==> src/rtl/serial_word_compare_pkg.sv <==
// Shared types and defaults for the bit-serial word comparator.
package serial_cmp_pkg;

  typedef enum logic [1:0] {
    IDLE  = 2'd0,
    SHIFT = 2'd1,
    DONE  = 2'd2
  } cmp_state_t;

  localparam int DEFAULT_WIDTH = 16;

endpackage

==> src/rtl/serial_word_compare_if.sv <==
// Request/result bundle of the serial comparator; master drives operands.
interface serial_word_compare_if #(
  parameter int WIDTH = serial_cmp_pkg::DEFAULT_WIDTH
);
  logic             start_in;
  logic [WIDTH-1:0] a_in;
  logic [WIDTH-1:0] b_in;
  logic             busy_out;
  logic             done_out;
  logic             eq_out;
  logic             lt_out;
  logic             gt_out;

  modport master (
    output start_in, a_in, b_in,
    input  busy_out, done_out, eq_out, lt_out, gt_out
  );

  modport slave (
    input  start_in, a_in, b_in,
    output busy_out, done_out, eq_out, lt_out, gt_out
  );
endinterface

==> src/rtl/serial_word_compare_bit_cell.sv <==
// One comparator bit: a differing bit decides the order and overrides
// whatever the less significant bits concluded. Also usable as a ripple
// stage in a parallel comparator.
module cmp_bit_cell (
  input  logic a,
  input  logic b,
  input  logic eq_i,
  input  logic lt_i,
  input  logic gt_i,
  output logic eq_o,
  output logic lt_o,
  output logic gt_o
);

  // equal bits pass the running decision through untouched
  always_comb begin
    eq_o = eq_i;
    lt_o = lt_i;
    gt_o = gt_i;
    if (a != b) begin
      eq_o = 1'b0;
      lt_o = ~a & b;
      gt_o = a & ~b;
    end
  end

endmodule

==> src/rtl/serial_word_compare.sv <==
// Bit-serial unsigned comparator: one bit per clock, LSB first, result
// after exactly WIDTH cycles. Results hold until the next completed compare.
//
//   state | meaning
//   IDLE  | waiting for start_in
//   SHIFT | comparing one bit per cycle, start_in ignored
//   DONE  | result just registered; start_in restarts immediately
module serial_word_compare
  import serial_cmp_pkg::*;
#(
  parameter int WIDTH = DEFAULT_WIDTH,
  localparam int CNT_W = $clog2(WIDTH)
) (
  input  logic                  clk,
  input  logic                  rst,
  serial_word_compare_if.slave  bus
);

  cmp_state_t       state_q, state_d;
  logic [CNT_W-1:0] cnt_q;
  logic [WIDTH-1:0] a_sr, b_sr;
  logic             eq_w, lt_w, gt_w;
  logic             eq_c, lt_c, gt_c;
  logic             eq_r, lt_r, gt_r;
  logic             accept, last_bit;

  assign accept   = bus.start_in && (state_q != SHIFT);
  assign last_bit = (state_q == SHIFT) && (cnt_q == CNT_W'(WIDTH - 1));

  cmp_bit_cell u_cell (
    .a    (a_sr[0]),
    .b    (b_sr[0]),
    .eq_i (eq_w),
    .lt_i (lt_w),
    .gt_i (gt_w),
    .eq_o (eq_c),
    .lt_o (lt_c),
    .gt_o (gt_c)
  );

  // state register
  always_ff @(posedge clk or posedge rst) begin
    if (rst) state_q <= IDLE;
    else     state_q <= state_d;
  end

  // next-state decode
  always_comb begin
    state_d = state_q;
    case (state_q)
      IDLE:    if (bus.start_in) state_d = SHIFT;
      SHIFT:   if (last_bit)     state_d = DONE;
      DONE:    state_d = bus.start_in ? SHIFT : IDLE;
      default: state_d = IDLE;
    endcase
  end

  // operand load, bit-serial shift and result capture
  always_ff @(posedge clk or posedge rst) begin
    if (rst) begin
      a_sr  <= '0;
      b_sr  <= '0;
      cnt_q <= '0;
      eq_w  <= 1'b0;
      lt_w  <= 1'b0;
      gt_w  <= 1'b0;
      eq_r  <= 1'b0;
      lt_r  <= 1'b0;
      gt_r  <= 1'b0;
    end else if (accept) begin
      a_sr  <= bus.a_in;
      b_sr  <= bus.b_in;
      cnt_q <= '0;
      eq_w  <= 1'b1;
      lt_w  <= 1'b0;
      gt_w  <= 1'b0;
    end else if (state_q == SHIFT) begin
      a_sr  <= a_sr >> 1;
      b_sr  <= b_sr >> 1;
      cnt_q <= cnt_q + CNT_W'(1);
      eq_w  <= eq_c;
      lt_w  <= lt_c;
      gt_w  <= gt_c;
      if (last_bit) begin
        eq_r <= eq_c;
        lt_r <= lt_c;
        gt_r <= gt_c;
      end
    end
  end

  assign bus.busy_out = (state_q == SHIFT);
  assign bus.done_out = (state_q == DONE);
  assign bus.eq_out   = eq_r;
  assign bus.lt_out   = lt_r;
  assign bus.gt_out   = gt_r;

endmodule

==> src/flat_wrapper.sv <==
// flat-port wrapper written by rule: the top's interface ports become plain ports
module serial_word_compare_flat import serial_cmp_pkg::*;
#(
  parameter int WIDTH = DEFAULT_WIDTH,
  localparam int CNT_W = $clog2(WIDTH)
)
  (clk, rst, bus_start_in, bus_a_in, bus_b_in, bus_busy_out, bus_done_out, bus_eq_out, bus_lt_out, bus_gt_out);
  serial_word_compare_if #(.WIDTH(WIDTH)) bus_i ();
  input  logic clk;
  input  logic rst;
  input wire logic [$bits(bus_i.start_in)-1:0] bus_start_in;
  input wire logic [$bits(bus_i.a_in)-1:0] bus_a_in;
  input wire logic [$bits(bus_i.b_in)-1:0] bus_b_in;
  output wire logic [$bits(bus_i.busy_out)-1:0] bus_busy_out;
  output wire logic [$bits(bus_i.done_out)-1:0] bus_done_out;
  output wire logic [$bits(bus_i.eq_out)-1:0] bus_eq_out;
  output wire logic [$bits(bus_i.lt_out)-1:0] bus_lt_out;
  output wire logic [$bits(bus_i.gt_out)-1:0] bus_gt_out;
  assign bus_i.start_in = bus_start_in;
  assign bus_i.a_in = bus_a_in;
  assign bus_i.b_in = bus_b_in;
  assign bus_busy_out = bus_i.busy_out;
  assign bus_done_out = bus_i.done_out;
  assign bus_eq_out = bus_i.eq_out;
  assign bus_lt_out = bus_i.lt_out;
  assign bus_gt_out = bus_i.gt_out;
  serial_word_compare #(.WIDTH(WIDTH)) u_core (.clk(clk), .rst(rst), .bus(bus_i));
endmodule
==> config.mk <==
export PLATFORM = sky130hd
export DESIGN_NAME = serial_word_compare_flat
export DESIGN_NICKNAME = d
export VERILOG_FILES = /design/src/rtl/serial_word_compare_pkg.sv /design/src/rtl/serial_word_compare_if.sv /design/src/rtl/serial_word_compare_bit_cell.sv /design/src/rtl/serial_word_compare.sv /design/src/flat_wrapper.sv
export SDC_FILE = /design/constraint.sdc
export NUM_CORES = 1
export LEC_CHECK = 0
export ABC_CLOCK_PERIOD_IN_PS = 3740
export BUFFER_PORTS_ARGS = -buffer_cell sky130_fd_sc_hd__clkbuf_2
export CAP_MARGIN = 20
export CORE_ASPECT_RATIO = 0.6
export CORE_MARGIN = 4
export CORE_UTILIZATION = 58
export DETAILED_ROUTE_END_ITERATION = 10
export GPL_ROUTABILITY_DRIVEN = 0
export PLACE_DENSITY = 0.83
export SLEW_MARGIN = 25
export SYNTH_ARGS = -nofsm -noshare
export SYNTH_HDL_FRONTEND = slang
export SYNTH_SLANG_ARGS = --single-unit
==> constraint.sdc <==
create_clock -name clk -period 3.74 [get_ports clk]
set_clock_uncertainty 0.1 [all_clocks]
set_input_delay 0.561 -clock clk [delete_from_list [all_inputs] [get_ports clk]]
set_output_delay 0.561 -clock clk [all_outputs]
set_load 0.01 [all_outputs]
* Yosys cells after proc, flatten, opt, wreduce, memory -nomap -nowiden
Cells that the tools add are included.
Storage, ports and cells: register bits after elaboration 44, output and inout bits 5, logic and storage cells 48
Cells by class: $add $sub $neg 1, eq/ne operators 7, multiplexer cells 19, bitwise operators 5, reduce and logical (&&, ||, !) cells 6
Operator list (count):
- 16-bit two-way mux | 4
- 1-bit two-way mux | 10
- 4-bit two-way mux | 2
- 2-bit case mux with 3 select lines | 1
- 4-bit by 1-bit adder with 4-bit output, second input constant | 1
- 4-bit equality test, second input constant | 1
- 2-bit two-way mux | 2
- 2-bit by 1-bit != test with 1-bit output, second input constant | 2
- 1-bit NOT | 3
- 3-bit AND reduction | 1
- 1-bit bitwise AND | 2
- 2-bit by 1-bit equality test with 1-bit output, second input constant | 1
- 2-bit equality test, second input constant | 1
- 1-bit logical AND | 2
- 2-bit zero test | 1
- 2-bit != test, second input constant | 1
- 2-bit AND reduction | 1
- 2-bit nonzero test | 1
- 1-bit != test | 1

* Depth between registers and ports, before layout
depth after elaboration 5, gate-level depth with buffers 6

* Hierarchy
A second synthesis with hierarchy kept.
Second synthesis, totals: cells, all modules 190, area, all modules 2060.7 um^2
Modules (own cells, without submodules):
- serial_word_compare | instances 1, cells an instance 183, area each 1998.2 um^2, seq. area each 1101.1 um^2
- cmp_bit_cell | instances 1, cells an instance 7, area each 62.6 um^2, seq. area each 0.0 um^2

* Worst setup path after synthesis
No wires, ideal clock.
path type input to register, start point in bus_start_in, end point reg u_core.gt_w, setup time 0.121 ns, arrival 1.203 ns, required time 3.519 ns, slack 2.316 ns, stages 4, buffers on the path 1, cells stage by stage buf_4 inv_2 mux2_4 a22o_1
On the way: cells in the longest elaborated chain, start to end 2, elaborated cells on any way between the ends 3
Ends and longest elaborated chain:
- from (decl) | line flat_wrapper.sv:11 | input wire logic [$bits(bus_i.start_in)-1:0] bus_start_in;
- 1-bit logical AND (*) | line serial_word_compare.sv:27 | assign accept = bus.start_in && (state_q != SHIFT);
- 1-bit two-way mux / 2-bit nonzero test (equally long branches)
- to (signal assigned) | line serial_word_compare.sv:83 | gt_w <= gt_c;
- to (decl) | line serial_word_compare.sv:22 | logic eq_w, lt_w, gt_w;
Every way passes the cells marked *; elsewhere a longest branch is shown, timed or not. A chain may end at the register's enable or synchronous reset.

* Final worst setup path
start point reg u_core.state_q[1], end point out bus_busy_out
On the way: cells in the longest elaborated chain, start to end 1
Ends and longest elaborated chain:
- from (decl) | line serial_word_compare.sv:19 | cmp_state_t state_q, state_d;
- from (signal assigned) | line serial_word_compare.sv:44 | else state_q <= state_d;
- 2-bit by 1-bit equality test with 1-bit output | line serial_word_compare.sv:92 | assign bus.busy_out = (state_q == SHIFT);
- to (decl) | line flat_wrapper.sv:14 | output wire logic [$bits(bus_i.busy_out)-1:0] bus_busy_out;
No other way between the ends.

==> results by group <==
Routing
  • DRC violations left: 0
  • Total number of vias: 1,436
  • Drt pass-1 iters: 4
  • Routed len/inst: 13.6 um
  • Via/cell ratio: 5.24
  • Remaining antenna violation count: 0
  • Initial DRC Count: 155
  • Total Wirelength: 3740 um

Logic synthesis
  • Post-Syn Nets: 231
  • Number of synthesized register bits: 44
  • Warnings from Yosys: 0
  • Synth Cell Area: 0.00207 mm2
  • Seq/Total Area, Yosys: 0.533
  • Post-synth cell types: 24
  • Synth Instances: 193
  • Avg Inst Size Synth: 10.7 um2

Clock network
  • CTS root buf: clkbuf_8
  • Worst skew pair latency: 300 ps
  • Buffer depth of the longest clock path: 2
  • Clock transition time at the flip-flop clock pins of the worst setup and hold paths: 70 ps
  • Hold Buf Count CTS: 0
  • CTS tree: built
  • Postcts setup bufs: 0
  • CTS H-tree lvls: 2
  • Post-CTS sizing: 0
  • Clk sinks: 44
  • Total CTS buffers: 5

STA
  • Sum Neg Setup Slack: 0 ps
  • Max Transition Viols Final: 0
  • Max-slew headroom: 0.630
  • Final setup fails: 0
  • RSZ-0062 raised after global routing: no
  • Achievable Freq: 0.454 GHz
  • Post-route clock period utilization: 0.589
  • Hold Vio Cnt, Final: 0
  • Slew @ Worst Pin: 555 ps
  • Final setup margin: 1540 ps
  • Hold slack: 268 ps
  • Tmin final: 2200 ps

Global route
  • Global-route wire length before repair: 6440 um
  • Total global routing overflow: 0
  • Vias in the first global route: 1,409
  • GRT Total Usage: 0.186
  • Initial antenna violation count: 0
  • Pin count of the biggest net entering global routing: 71

Worst setup path
  • Critical Path Sink Type: output pin
  • Crit Path Class: reg2out
  • CP max FO: 70
  • Arrival time at the worst endpoint: 1540 ps
  • CP startpoint kind: flop
  • Worst endpoint required time: 3080 ps

Pwr
  • Peak VDD IR: 0.493 mV
  • Pwr Density: 687 mW/mm2
  • Static leakage: 1.20 nW

Place
  • Port Buffer Count: 39
  • DP Wirelength: 2590 um
  • DP Area: 0.00224 mm2
  • Post-place setup slack: 1670 ps

Finish
  • Filler Cell Count: 256
  • Final instance area: 0.00232 mm2
  • Most frequent cells in the layout: dfrtp_1, clkbuf_2, o21ai_0
  • Area of the multi-input gates: 848 um2
  • Most common cell after layout, fill and taps aside: dfrtp_1
  • Final Net Count: 267
  • Layout cells sized above 1: 0.236
  • Seq. cell area: 0.00110 mm2
  • Antenna cells: 0
  • Syn-to-layout area delta: 12.2%

Die
  • IO Pins: 40
  • DIE HEIGHT: 54.2 um
  • FP Rows: 16
  • Initial core utilization: 0.618
  • DIE AREA: 0.00461 mm2
  • Core ar.: 0.00334 mm2
  • DIE WIDTH: 85.1 um

Outcome
  • Outcome: complete, no violations

Worst hold path
  • Hold crit path type: in2async

Job
  • Max cap viols: 0
==> cell families (layout without fill, tap and decap cells) <==
group / count (synthesis) / count (layout) / share of synthesized area
muxes: 37 / 37 / 0.182
AOI/OAI and AO/OA: 45 / 45 / 0.115
buffers and inverters: 18 / 54 / 0.0569
adders and majority gates: 3 / 3 / 0.0182
and+or+nand+nor: 46 / 46 / 0.0950
DFF: 44 / 44 / 0.533
==> per-stage QoR <==
stage	power, mW	utilization	std cells
after global placement	1.30	0.670	267
after detailed placement	1.33	0.670	267
after global routing	1.74	0.693	274
after floorplan	1.22	-	193
final	1.59	0.693	274
after CTS	1.61	0.693	274
==> critical path, stage by stage, from the launching register on <==
cell and delay (ps):
dfrtp_1 380, nand2b_4 200, inv_4 420, clkbuf_2 240
==> worst paths after layout <==
path                                    from               to  slack [ps]  cells past startpoint
setup / recovery           u_core.state_q[1]     bus_busy_out        1540                      3
hold / removal                           rst   u_core.b_sr[5]         270                      3
setup reg to reg           u_core.state_q[1]      u_core.lt_w        1990                      4
hold reg to reg               u_core.a_sr[4]   u_core.a_sr[3]         380                      2
max in group asynchronous                rst  u_core.b_sr[10]        2890                      3
min in group clk              u_core.a_sr[4]   u_core.a_sr[3]         380                      2
==> layout make-up <==
cell class / instances / share of cell area
Sequential cell: 44 / 0.475
Multi-Input combinational cell: 131 / 0.366
Timing Repair Buffer: 41 / 0.0907
Clock buffer: 6 / 0.0313
Tap cell: 45 / 0.0243
Inverter: 6 / 0.0108
Clock inverter: 1 / 0.00216
==> sequential cells by signal, indices dropped and copies added (netlist names) <==
register and flops:
u_core.state_q 2, u_core.eq_w 1, u_core.lt_w 1, u_core.bus.lt_out 1
u_core.bus.gt_out 1, u_core.bus.eq_out 1, u_core.b_sr 16, u_core.a_sr 16
u_core.gt_w 1, u_core.cnt_q 4
==> cells in the mapped netlist <==
| cell type | number | area share |
|---|---|---|
| clkbuf_1 | 2 | 0.0036 |
| o21ai_0 | 36 | 0.087 |
| and2b_2 | 1 | 0.0042 |
| or2_4 | 1 | 0.0042 |
| a21oi_1 | 1 | 0.0024 |
| buf_4 | 4 | 0.015 |
| inv_4 | 1 | 0.0030 |
| buf_2 | 2 | 0.0048 |
| inv_1 | 4 | 0.0073 |
| o21ai_1 | 4 | 0.0097 |
| dfrtp_1 | 44 | 0.53 |
| nand2b_4 | 1 | 0.0067 |
| inv_2 | 1 | 0.0018 |
| buf_6 | 4 | 0.022 |
| mux2_4 | 1 | 0.0073 |
| a22o_1 | 2 | 0.0085 |
| mux2i_1 | 35 | 0.17 |
| nor2_1 | 5 | 0.0091 |
| mux2_2 | 1 | 0.0054 |
| a31oi_1 | 1 | 0.0030 |
| nand2_1 | 35 | 0.064 |
| ha_1 | 3 | 0.018 |
| nand3_1 | 3 | 0.0073 |
| o22a_1 | 1 | 0.0042 |
==> layer usage <==
| layer | part of all wire | vias to the layer above | global-route usage | wire, um |
|---|---|---|---|---|
| li1 | - | 733 | - | - |
| met4 | 0.0064 | 0 | 0.0868 | 24 |
| met3 | 0.053 | 2 | 0.0526 | 199 |
| met5 | 0 | - | 0 | 0 |
| met2 | 0.45 | 29 | 0.273 | 1680 |
| met1 | 0.49 | 672 | 0.260 | 1840 |
==> where the power goes <==
| part | switching [mW] | internal, mW | leakage [nW] |
|---|---|---|---|
| clock network | 0.149 | 0.127 | 0.0410 |
| logic | 0.305 | 0.226 | 0.596 |
| registers | 0.115 | 0.670 | 0.567 |
Note: power is estimated with default switching activity, not from simulation.
